<file path="src/rtl/rll_pkg.sv">
// Shared definitions for the keyed pipeline: FSM state encoding and the
// width helper used to size the key bit counter.
package rll_pkg;

   // Key-management states. NOKEY after reset, LOAD while shifting a key in,
   // ARMED once a complete key is active and data may flow.
   typedef enum logic [1:0] {
      NOKEY = 2'd0,
      LOAD  = 2'd1,
      ARMED = 2'd2
   } rll_state_e;

   // Ceiling log2, minimum 1 bit. The key counter must reach KEY_BITS,
   // so callers size it as clog2(KEY_BITS+1).
   function automatic int clog2(input int value);
      int r;
      r = 0;
      for (int v = value - 1; v > 0; v = v >> 1) begin
         r = r + 1;
      end
      if (r < 1) begin
         r = 1;
      end
      return r;
   endfunction

endpackage

</file>
<file path="src/rtl/rll_pipe_stage.sv">
// One valid/ready register slice. Holds a single word; accepts a new word
// whenever it is empty or its current word leaves in the same cycle.
//
// Handshake: a word transfers on a clock edge where valid and ready are both
// high. valid, once raised, stays high with data unchanged until the transfer;
// ready may depend combinationally on the downstream ready but never on valid.
module rll_pipe_stage #(
   parameter int WIDTH = 32
) (
   input  logic             clk,
   input  logic             rst,
   input  logic             in_valid,
   output logic             in_ready,
   input  logic [WIDTH-1:0] in_data,
   output logic             out_valid,
   input  logic             out_ready,
   output logic [WIDTH-1:0] out_data
);

   logic             valid_q;
   logic             valid_d;
   logic [WIDTH-1:0] data_q;
   logic [WIDTH-1:0] data_d;

   assign in_ready  = !valid_q || out_ready;
   assign out_valid = valid_q;
   assign out_data  = data_q;

   // Next-state: load on acceptance, otherwise hold (data stays put under backpressure).
   always_comb begin
      valid_d = valid_q;
      data_d  = data_q;
      if (in_ready) begin
         valid_d = in_valid;
         if (in_valid) begin
            data_d = in_data;
         end
      end
   end

   // Slice register with synchronous reset to empty / zero data.
   always_ff @(posedge clk) begin
      if (rst) begin
         valid_q <= 1'b0;
         data_q  <= '0;
      end else begin
         valid_q <= valid_d;
         data_q  <= data_d;
      end
   end

endmodule

</file>
<file path="src/rtl/rll_keyed_pipe.sv">
// Keyed data pipeline. A key is shifted in serially (LSB first) into a shadow
// register and becomes active only once complete. Data words are XOR-masked
// with the active key (repeated across the word, polarity-adjusted by KEY_POL)
// as they enter stage 1, then pass through two valid/ready register slices.
// A wrong key scrambles the data; the correct key (active == KEY_POL) passes
// it unchanged. Words already in flight keep the mask they were captured with.
//
// Handshake: on both the upstream (in_*) and downstream (out_*) sides a word
// moves on a clock edge where valid and ready are both high; valid holds with
// stable data until accepted, and ready never depends on valid. Key bits move
// on key_valid & key_ready in the same way.
module rll_keyed_pipe
   import rll_pkg::*;
#(
   parameter int                  WIDTH    = 32,
   parameter int                  KEY_BITS = 32,
   parameter logic [KEY_BITS-1:0] KEY_POL  = '0
) (
   input  logic             clk,
   input  logic             rst,
   input  logic             key_start,
   input  logic             key_valid,
   input  logic             key_bit,
   output logic             key_ready,
   output logic             key_done,
   input  logic             in_valid,
   output logic             in_ready,
   input  logic [WIDTH-1:0] in_data,
   output logic             out_valid,
   input  logic             out_ready,
   output logic [WIDTH-1:0] out_data,
   output logic [1:0]       dbg_state
);

   localparam int CNT_W = clog2(KEY_BITS + 1);
   localparam logic [CNT_W-1:0] LAST_IDX = CNT_W'(KEY_BITS - 1);

   rll_state_e          state_q;
   rll_state_e          state_d;
   logic [KEY_BITS-1:0] shadow_q;
   logic [KEY_BITS-1:0] shadow_d;
   logic [KEY_BITS-1:0] active_q;
   logic [KEY_BITS-1:0] active_d;
   logic [CNT_W-1:0]    count_q;
   logic [CNT_W-1:0]    count_d;
   logic                key_done_q;
   logic                key_done_d;

   logic [WIDTH-1:0]    mask;
   logic                armed;
   logic                s1_in_valid;
   logic                s1_in_ready;
   logic                s1_out_valid;
   logic [WIDTH-1:0]    s1_out_data;
   logic                s2_in_ready;

   assign armed     = (state_q == ARMED);
   assign key_ready = (state_q == LOAD);
   assign key_done  = key_done_q;
   assign dbg_state = state_q;

   // Key loader next-state: key_start wins over a simultaneous key bit; the
   // final bit promotes the shadow to active and announces it via key_done.
   always_comb begin
      state_d    = state_q;
      shadow_d   = shadow_q;
      active_d   = active_q;
      count_d    = count_q;
      key_done_d = 1'b0;
      if (key_start) begin
         state_d  = LOAD;
         shadow_d = '0;
         count_d  = '0;
      end else if (key_ready && key_valid) begin
         for (int i = 0; i < KEY_BITS; i++) begin
            if (count_q == CNT_W'(i)) begin
               shadow_d[i] = key_bit;
            end
         end
         count_d = count_q + CNT_W'(1);
         if (count_q == LAST_IDX) begin
            active_d   = shadow_d;
            key_done_d = 1'b1;
            state_d    = ARMED;
         end
      end
   end

   // Key loader registers; reset drops any partial or active key.
   always_ff @(posedge clk) begin
      if (rst) begin
         state_q    <= NOKEY;
         shadow_q   <= '0;
         active_q   <= '0;
         count_q    <= '0;
         key_done_q <= 1'b0;
      end else begin
         state_q    <= state_d;
         shadow_q   <= shadow_d;
         active_q   <= active_d;
         count_q    <= count_d;
         key_done_q <= key_done_d;
      end
   end

   // Mask: active key tiled across the word, bit-wise inverted where KEY_POL is 1.
   always_comb begin
      mask = '0;
      for (int i = 0; i < WIDTH; i++) begin
         mask[i] = active_q[i % KEY_BITS] ^ KEY_POL[i % KEY_BITS];
      end
   end

   // Data is only admitted while a complete key is active.
   assign s1_in_valid = in_valid && armed;
   assign in_ready    = armed && s1_in_ready;

   rll_pipe_stage #(.WIDTH(WIDTH)) u_stage1 (
      .clk       (clk),
      .rst       (rst),
      .in_valid  (s1_in_valid),
      .in_ready  (s1_in_ready),
      .in_data   (in_data ^ mask),
      .out_valid (s1_out_valid),
      .out_ready (s2_in_ready),
      .out_data  (s1_out_data)
   );

   rll_pipe_stage #(.WIDTH(WIDTH)) u_stage2 (
      .clk       (clk),
      .rst       (rst),
      .in_valid  (s1_out_valid),
      .in_ready  (s2_in_ready),
      .in_data   (s1_out_data),
      .out_valid (out_valid),
      .out_ready (out_ready),
      .out_data  (out_data)
   );

endmodule
</file>
<file path="config.mk">
export PLATFORM = sky130hd
export DESIGN_NAME = rll_keyed_pipe
export DESIGN_NICKNAME = d
export VERILOG_FILES = /design/src/rtl/rll_pkg.sv /design/src/rtl/rll_pipe_stage.sv /design/src/rtl/rll_keyed_pipe.sv
export SDC_FILE = /design/constraint.sdc
export NUM_CORES = 1
export LEC_CHECK = 0
export CORE_ASPECT_RATIO = 2
export CORE_UTILIZATION = 30
export DETAILED_ROUTE_END_ITERATION = 10
export HOLD_SLACK_MARGIN = 0.03
export PLACE_DENSITY_LB_ADDON = 0.2
export SETUP_SLACK_MARGIN = 0.4
export SLEW_MARGIN = 10
export SYNTH_ARGS = -nofsm -noshare
export SYNTH_HDL_FRONTEND = slang
export SYNTH_SLANG_ARGS = --single-unit
</file>
<file path="constraint.sdc">
create_clock -name clk -period 3.77 [get_ports clk]
set_clock_uncertainty 0.05 [all_clocks]
set_input_delay 0.754 -clock clk [delete_from_list [all_inputs] [get_ports clk]]
set_output_delay 0.754 -clock clk [all_outputs]
set_load 0.1 [all_outputs]
</file>
==> results.json <==
{
  "rrSetupSlack_ns": 1.73,
  "layout_setup_ws_ns": 0.869,
  "synth_area_per_cell_um2": 9.17,
  "timing.fmax_ghz": 0.345,
  "hold_path_end": "u_stage2.out_data[24]",
  "h-tree-depth": 4,
  "routedWlPerCell_um": 14.7,
  "crit_fanout": 7,
  "fin_cells": 887,
  "grt_setup_unrepaired": "no",
  "final_common_cell": "dfxtp_1",
  "max_stage_delay_ns": 1.19,
  "ant_nets": 0,
  "syn-cell-area_mm2": 0.00556,
  "relSlewSlack": 0.350,
  "drt_iter0_drc": 204,
  "drtPass1Iterations": 10,
  "async_reset_ff_frac": 0,
  "min_path_type": "reg2reg",
  "tns_ns": 0,
  "ys_seq_area_frac": 0.497,
  "row_count": 70,
  "violations": "DRC",
  "required_ns": 2.97,
  "leakagePower_nw": 2.31,
  "timing.rr.end": "active_q[17]",
  "status": "finished, violations left",
  "grt_pass1_wl_um": 21300,
  "cts_tree": "yes",
  "grt_max_degree": 67,
  "cts_setup_buffers": 0,
  "clk_pin_slew_ns": 0.06,
  "placedCellCount": 856,
  "root_buffer": "clkbuf_16",
  "coreArea_mm2": 0.0182,
  "numCtsBuffers": 17,
  "vias": 4213,
  "fin_crit_ns": 2.90,
  "clk_latency_ns": 0.42,
  "drv_slew": 0,
  "power.density_mw_per_mm2": 479,
  "synth_cells": 606,
  "min_from": "u_stage1.out_data[24]",
  "hold_depth": 2,
  "maxCapViolations": 0,
  "rr_startpoint": "count_q[2]",
  "place_ws_ns": 1.10,
  "path_cells": "clkdlybuf4s50_1",
  "track_usage": 0.143,
  "io_buffers": 76,
  "worst-path-buf-inv": 1,
  "critPathSlowestCell": "clkdlybuf4s50_1",
  "setup_violations": 0,
  "dieWidth_um": 98.2,
  "worst_pin_slew_ns": 0.972,
  "rr_worst_depth": 4,
  "ir_drop_uv": 227,
  "final_cell_mix": "dfxtp_1, nand2_1, clkdlybuf4s50_1",
  "synth_nets": 649,
  "cts.path.max_buffers": 2,
  "finalHoldViolations": 0,
  "grt-ovfl-total": 0,
  "avgViaCountPerCell": 4.75,
  "num_antenna_cells": 0,
  "drive_gt1_frac": 0.0775,
  "ys_seq_elements": 138,
  "area_growth_pct": 26.5,
  "drcViolationCount": 6,
  "start_util": 0.305,
  "ys_types": 38,
  "holdWs_ns": 0.399,
  "report.power.total_mw": 3.37,
  "synth-edff-count": 0,
  "nNetsFinal": 702,
  "boundaryPins": 77,
  "critPathTopFamily": "buffers and inverters",
  "startpoint_type": "flip-flop",
  "finalWirelength_um": 13000,
  "cts_resized": 0,
  "die-area_mm2": 0.0191,
  "gp_congestion": 0.762,
  "fin_crit_sh": 0.769,
  "die_height_um": 194,
  "end_kind": "output port",
  "grt_antenna_before_repair": 0,
  "path_depth": 1,
  "cp.arrival_ns": 2.10,
  "grt_pass1_vias": 4110,
  "path_class": "reg2out",
  "synth_top_flop_cell": "dfxtp_1",
  "post-dp-hpwl_um": 9190,
  "yosysWarnings": 0,
  "ctsHoldBuffers": 0,
  "cts_sinks": 138
}
power by group:
part           leakage, nW  switching [mW]  internal (mW)
combinational        0.898          0.0788         0.0612
clock                0.305           0.623           1.13
sequential            1.11         0.00574           1.47
layer usage:
layer	track usage	vias to the layer above	routed length, µm	part of all wire
li1	-	2203	-	-
met1	0.160	1918	5490	0.42
met2	0.254	68	6830	0.52
met3	0.0259	24	372	0.029
met4	0.0763	0	333	0.026
met5	0	-	0	0
area by class of cell:
cell class              count  area, µm²
clock buffers              19        453
clock inverters            12        173
fillers                  1833      11200
inverters                   5       18.8
multi-input cells         414       2550
flip-flops and latches    138       2760
well taps                 216        270
repair buffers             83        801
metrics by stage:
stage / area (µm²) / util
detailed placement: 6400 / 0.352
floorplan: 5560 / -
CTS: 7030 / 0.386
global placement: 6400 / 0.352
global route: 7030 / 0.386
finish: 7030 / 0.386
cells in the mapped netlist, drive strengths merged (2+ instances only):
library cell | number | area (µm²)
nand4 | 2 | 12.5
nand3 | 2 | 10.0
nor2 | 62 | 233
clkbuf | 27 | 101
o2bb2ai | 31 | 278
nand3b | 6 | 45.0
buf | 22 | 126
and3b | 2 | 17.5
mux2i | 40 | 400
nor2b | 3 | 18.8
nor4b | 2 | 23.8
nor4 | 3 | 18.8
inv | 5 | 18.8
o21ai | 22 | 110
a211oi | 32 | 240
nor3 | 11 | 55.1
dfxtp | 138 | 2760
nand2 | 87 | 329
xnor2 | 33 | 289
ha | 4 | 50.1
a21oi | 58 | 302
nand2b | 3 | 18.8
xor2 | 3 | 26.3
worst min-delay path: stages (launching register included):
cell,delay (ns)
dfxtp_1,0.31
nand2_1,0.05
a21oi_1,0.05
cells by family (layout without fill, tap and decap cells):
| logic type | count (synthesis) | in the layout | synth area share |
|---|---|---|---|
| simple gates | 189 | 189 | 0.150 |
| compound gates | 145 | 145 | 0.170 |
| flops | 138 | 138 | 0.497 |
| buf+inv | 54 | 119 | 0.0444 |
| mux | 40 | 40 | 0.0721 |
| xor+xnor | 36 | 36 | 0.0567 |
| fa+ha+maj | 4 | 4 | 0.00901 |
how the worst max path moves through the flow:
stage,startpoint,endpoint
6_report,dbg_state[1],dbg_state[1]
5_1_grt,dbg_state[1],dbg_state[1]
3_3_place_gp,key_valid,active_q[31]
4_1_cts,dbg_state[1],dbg_state[1]
3_5_place_dp,key_valid,active_q[31]
2_1_floorplan,dbg_state[1],in_ready
registers in the layout, summed over array words and instances, names as in the netlist:
register,cells
active_q,32
u_stage1.out_data,32
u_stage2.out_data,32
shadow_q,31
count_q,6
dbg_state,2
key_done,1
u_stage1.out_valid,1
u_stage2.out_valid,1
Power figures use the tool's default switching activity.
==> variant 1, RTL diff (same settings) <==
The parameter `KEY_POL` goes from '0 to 1.
--- a/src/rtl/rll_keyed_pipe.sv
+++ b/src/rtl/rll_keyed_pipe.sv
@@ -16,3 +16,3 @@
    parameter int                  KEY_BITS = 32,
-   parameter logic [KEY_BITS-1:0] KEY_POL  = '0
+   parameter logic [KEY_BITS-1:0] KEY_POL  = 1
 ) (
Formal check against the unedited RTL: no difference found for any inputs over 10 cycles, from zero or initial values and one cycle with rst high; that may be too few to reach the edited logic, so the function may still have changed.
==> variant 1 against the unedited design <==
  * The flow still finishes with violations (design-rule violations)
  * Setup slack better by 0.0020 ns
  * Area after synthesis about the same
  * Utilization down 0.17 points
  * Total power down 4.3%
  * Sequential cell count unchanged
  * Hold slack better by 0.00071 ns
  * Final cell count up 0.11%
  * Cell area down 0.44%
  * Wire length down 2.2%
==> variant 1: results (changes against the unedited design) <==
vias in the first global route -> 4262 (was 4110)
Slew Viols, Final -> 0 (unchanged)
initial DRC count -> 202 (was 204)
CTS buffer count -> 17 (unchanged)
largest stage delay on the critical path -> 1.20 ns
GRT Resource Usage Total -> 0.143 (about the same)
sequential fraction of the synthesis area -> 0.497 (about the same)
initial antenna violation count -> 0 (unchanged)
Slew HR -> 0.347 (was 0.350)
GPL Wtd Cong -> 0.748 (was 0.762)
clock share of power -> 0.500 (was 0.522)
post-CTS sizing -> 0 (unchanged)
Power per Cell Area -> 461 nW/µm² (was 479 nW/µm²)
share of layout cells above drive strength 1 -> 0.0744 (was 0.0775)
crit path capture -> dbg_state[0] (was dbg_state[1])
register-to-register setup slack -> 1.69 ns (was 1.73 ns)
H-tree Lvls -> 4 (unchanged)
FF-to-FF End -> shadow_q[6]$_SDFFE_PP0P_ (was active_q[17]$_SDFFE_PP0P_)
post-synth cell types -> 38 (unchanged)
Final HPWL DP -> 9080 µm (was 9190 µm)
Leak Pwr -> 0.00228 µW (was 0.00231 µW)
CP max stage cell -> clkdlybuf4s50_1 (unchanged)
Remaining DRCs -> 5 (was 6)
final setup violation count -> 0 (unchanged)
first-pass GRT wire length -> 21600 µm (was 21300 µm)
failing checks -> design-rule violations (unchanged)
Peak VDD IR -> 0.288 mV (was 0.227 mV)
Filler cells -> 1836 (was 1833)
Hold/Removal Path Class -> flop to flop (unchanged)
Reg2Reg Depth -> 4 (unchanged)
wire per inst -> 14.4 µm (was 14.7 µm)
CP top delay family -> buffers and inverters (unchanged)
switching pwr -> 719 µW (was 707 µW)
Post-CTS Setup Repair Bufs -> 0 (unchanged)
Crit. Startpoint -> dbg_state[0]$_SDFFE_PP0P_ (was dbg_state[1]$_SDFFE_PP0P_)
routed vias/inst -> 4.75 (about the same)
top post-synthesis cells by count -> dfxtp_1 (138), nand2_1 (87), nor2_1 (62) (was dfxtp_1 (138), nand2_1 (86), nor2_1 (62))
Synth area leaders -> dfxtp_1 (50%), mux2i_1 (7.4%), nand2_1 (5.9%) (was dfxtp_1 (50%), mux2i_1 (7.2%), nand2_1 (5.8%))
status -> finished, violations left (unchanged)
[variant 1: changes by cell type after synthesis]
cell / delta
inv_1: -1
buf_1: -3
nand2_1: +1
a211oi_1: -1
clkbuf_1: +2
mux2i_1: +1
buf_2: +1
[variant 1: how the worst min path moves through the flow]
| stage | cells past startpoint | end | start | slack, ns |
|---|---|---|---|---|
| floorplan | 2 | u_stage2.out_data[0]$_SDFFE_PP0P_ | u_stage1.out_data[0]$_SDFFE_PP0P_ | 0.38 |
| global placement | 2 | u_stage2.out_data[9]$_SDFFE_PP0P_ | u_stage1.out_data[9]$_SDFFE_PP0P_ | 0.39 |
| detailed placement | 2 | u_stage2.out_data[13]$_SDFFE_PP0P_ | u_stage2.out_data[13]$_SDFFE_PP0P_ | 0.40 |
| CTS | 2 | u_stage2.out_data[19]$_SDFFE_PP0P_ | u_stage1.out_data[19]$_SDFFE_PP0P_ | 0.40 |
| global route | 2 | u_stage2.out_data[12]$_SDFFE_PP0P_ | u_stage1.out_data[12]$_SDFFE_PP0P_ | 0.43 |
| finish | 2 | u_stage2.out_data[23]$_SDFFE_PP0P_ | u_stage1.out_data[23]$_SDFFE_PP0P_ | 0.40 |
[variant 1: logic make-up (layout without fill, tap and decap cells)]
family / count (synthesis) / after routing / synth area share
adder cells (fa/ha/maj): 4 / 4 / 0.00900
flip-flops: 138 / 138 / 0.497
AO/OA/AOI/OAI: 144 / 144 / 0.169
buffers and inverters: 53 / 119 / 0.0439
multiplexers: 41 / 41 / 0.0738
AND/OR/NAND/NOR: 190 / 190 / 0.151
XOR/XNOR: 36 / 36 / 0.0567
[variant 1: layer usage]
layer | global-route usage | wire length, µm
met5 | 0 | 0
met4 | 0.0625 | 259
met3 | 0.0313 | 439
met2 | 0.253 | 6600
met1 | 0.162 | 5440
[variant 1: final cells by class]
| type | instances | area, µm² | share of cell area |
|---|---|---|---|
| well taps | 216 | 270 | 0.0386 |
| flip-flops and latches | 138 | 2760 | 0.395 |
| repair buffers | 83 | 816 | 0.117 |
| multi-input cells | 415 | 2560 | 0.365 |
| inverters | 4 | 15.0 | 0.00215 |
| clock inverters | 13 | 144 | 0.0206 |
| clock buffers | 19 | 433 | 0.0619 |
[variant 1: metrics by stage]
stage / setup WS (ns) / util / instance area (µm²) / hold slack (ns) / cells
2_1_floorplan: 1.04 / - / 5560 / 0.381 / 606
3_3_place_gp: 1.11 / 0.352 / 6420 / 0.392 / 856
3_5_place_dp: 1.00 / 0.352 / 6420 / 0.396 / 856
4_1_cts: 0.850 / 0.384 / 7000 / 0.405 / 888
5_1_grt: 0.798 / 0.384 / 7000 / 0.425 / 888
6_report: 0.871 / 0.384 / 7000 / 0.399 / 888
==> variant 2, RTL diff (config.mk and constraints unchanged) <==
Made on the original files. Register the output `dbg_state` once more, cleared by the reset; this adds one clock of latency there. The other outputs are not delayed to match.
--- a/src/rtl/rll_keyed_pipe.sv
+++ b/src/rtl/rll_keyed_pipe.sv
@@ -59,3 +59,9 @@
    assign key_done  = key_done_q;
-   assign dbg_state = state_q;
+   always_ff @(posedge clk) begin
+      if (rst) begin
+         dbg_state <= '0;
+      end else begin
+         dbg_state <= state_q;
+      end
+   end
 
Function: changed (a bounded check fails within 4 cycles, from zero or initial values and one cycle with rst high).
==> variant 2 against the unedited design <==
  * The flow still finishes with violations (design-rule violations)
  * Setup slack better by 0.16 ns
  * Count of clock-buffer cells in the layout fell by 2
  * Sequential cell count increased by 2
  * Non-clock buffer count grew 3
  * Area after synthesis down 0.41%
  * Fmax is 5.8% higher
  * Wire length is 2.2% lower
  * Cell area increased by 0.57%
  * Total power grew 1.4%
  * Register-to-register slack lost 0.24 ns
  * Utilization is 0.97 points higher
  * Die area decreased by 0.40%
  * Critical path type unchanged
==> variant 2: results (changes against the unedited design) <==
status -> finished, violations left (unchanged)
failing checks -> design-rule violations (unchanged)
largest stage delay on the critical path -> 1.15 ns (was 1.19 ns)
diode count -> 0 (unchanged)
GRT Resource Usage Total -> 0.144 (was 0.143)
FF-to-FF Start -> count_q[0]$_SDFFE_PP0P_ (was count_q[2]$_SDFFE_PP0P_)
syn avg cell area -> 8.76 µm² (was 9.17 µm²)
GPL Wtd Cong -> 0.752 (was 0.762)
post-synth cell types -> 37 (was 38)
top post-synthesis cells by count -> dfxtp_1 (140), nand2_1 (119), a21oi_1 (64) (was dfxtp_1 (138), nand2_1 (86), nor2_1 (62))
share of layout cells above drive strength 1 -> 0.0797 (was 0.0775)
via count -> 4336 (was 4213)
number of synthesized flops with an enable pin -> 0 (unchanged)
setup TNS -> 0 ns (unchanged)
CP max stage cell -> clkdlybuf4s50_1 (unchanged)
mux share of post-synthesis cell area -> 0.0579 (was 0.0721)
root buffer cell -> clkbuf_16 (unchanged)
Filler cells -> 1802 (was 1833)
vias in the first global route -> 4453 (was 4110)
initial antenna violation count -> 0 (unchanged)
Ys Warns -> 0 (unchanged)
syn_nets -> 675 (was 649)
Max Buffers Root-to-Sink -> 2 (unchanged)
Synth area leaders -> dfxtp_1 (51%), nand2_1 (8.1%), a21oi_1 (5.8%) (was dfxtp_1 (50%), mux2i_1 (7.2%), nand2_1 (5.8%))
WP data arrival -> 1.94 ns (was 2.10 ns)
clock slew at reported path FFs -> 0.06 ns (about the same)
post-synthesis adder-cell area fraction -> 0.00904 (was 0.00901)
first-pass iteration count of the detailed router -> 7 (was 10)
Final HPWL DP -> 9330 µm (was 9190 µm)
Critical Path Fanout Max -> 2 (was 7)
Peak VDD IR -> 0.257 mV (was 0.227 mV)
H-tree Lvls -> 4 (unchanged)
Hold Buf Count CTS -> 0 (unchanged)
worst hold stages -> 2 (unchanged)
post-CTS sizing -> 0 (unchanged)
DP Worst Slack -> 1.03 ns (was 1.10 ns)
Synth Area in Compound Gates -> 0.162 (was 0.170)
largest net degree at the start of global routing -> 69 (was 67)
hold path start -> u_stage1.out_data[31]$_SDFFE_PP0P_ (was u_stage1.out_data[24]$_SDFFE_PP0P_)
Routed WL -> 12700 µm (was 13000 µm)
routed vias/inst -> 4.73 (was 4.75)
Leak Pwr -> 0.00238 µW (was 0.00231 µW)
DP Cell Count -> 884 (was 856)
initial DRC count -> 91 (was 204)
CP top delay family -> buffers and inverters (unchanged)
fin nets -> 733 (was 702)
sequential fraction of the synthesis area -> 0.506 (was 0.497)
Least-Margin Pin Slew -> 0.985 ns (was 0.972 ns)
CTS buffer count -> 17 (unchanged)
Post-Synth XOR/XNOR Area -> 0.0570 (was 0.0567)
Reg2Reg Depth -> 6 (was 4)
first-pass GRT wire length -> 21600 µm (was 21300 µm)
Remaining DRCs -> 6 (unchanged)
Crit. Startpoint -> u_stage2.out_data[28]$_SDFFE_PP0P_ (was dbg_state[1]$_SDFFE_PP0P_)
Hold/Removal Path Class -> flop to flop (unchanged)
==> variant 2: cell count changes after synthesis, moves of 3 or more <==
cell / delta
a21oi_1: +7
buf_1: -3
buf_6: -4
clkbuf_1: +3
mux2i_1: -8
nand2_1: +33
nor2_1: -9
nor3_1: -5
nor4_1: -3
o21ai_0: +7
o21ai_1: +31
o2bb2ai_1: -30
==> variant 2: cell type report <==
class,instances,area [µm²],area share
Sequential cell,140,2800,0.396
Clock inverter,15,209,0.0296
Multi-Input combinational cell,440,2520,0.357
Tap cell,213,267,0.0377
Timing Repair Buffer,86,826,0.117
Clock buffer,17,425,0.0602
Inverter,5,18.8,0.00265
==> variant 2: cell families after synthesis <==
| family | Yosys count |
|---|---|
| AOI/OAI and AO/OA | 160 |
| xor gates and xnor gates | 36 |
| adders and majority gates | 4 |
| buffers and inverters | 52 |
| DFF | 140 |
| muxes | 32 |
| and+or+nand+nor | 208 |
==> variant 2: path summary, 6_finish.rpt <==
path,to,slack (ns)
worst max-delay path,out_data[28],1.03
worst min-delay path,u_stage2.out_data[31]$_SDFFE_PP0P_,0.40
worst max register to register,active_q[23]$_SDFFE_PP0P_,1.49
worst min register to register,u_stage2.out_data[31]$_SDFFE_PP0P_,0.40
==> variant 2: where the power goes <==
part	switching [µW]	leakage, µW	internal (µW)
logic	80.0	0.000948	63.0
clock network	659	0.000307	1120
registers	6.21	0.00113	1490
==> variant 2: metal layers <==
layer / up-vias / track usage / share of wire
met3: 22 / 0.0328 / 0.029
met1: 1964 / 0.156 / 0.42
li1: 2274 / - / -
met5: - / 0 / 0
met2: 76 / 0.252 / 0.52
met4: 0 / 0.0842 / 0.031
==> variant 2: stage by stage <==
| stage | instance area [µm²] | utilization |
|---|---|---|
| floorplan | 5530 | - |
| global placement | 6430 | 0.360 |
| detailed placement | 6430 | 0.360 |
| CTS | 7070 | 0.396 |
| global route | 7070 | 0.396 |
| finish | 7070 | 0.396 |
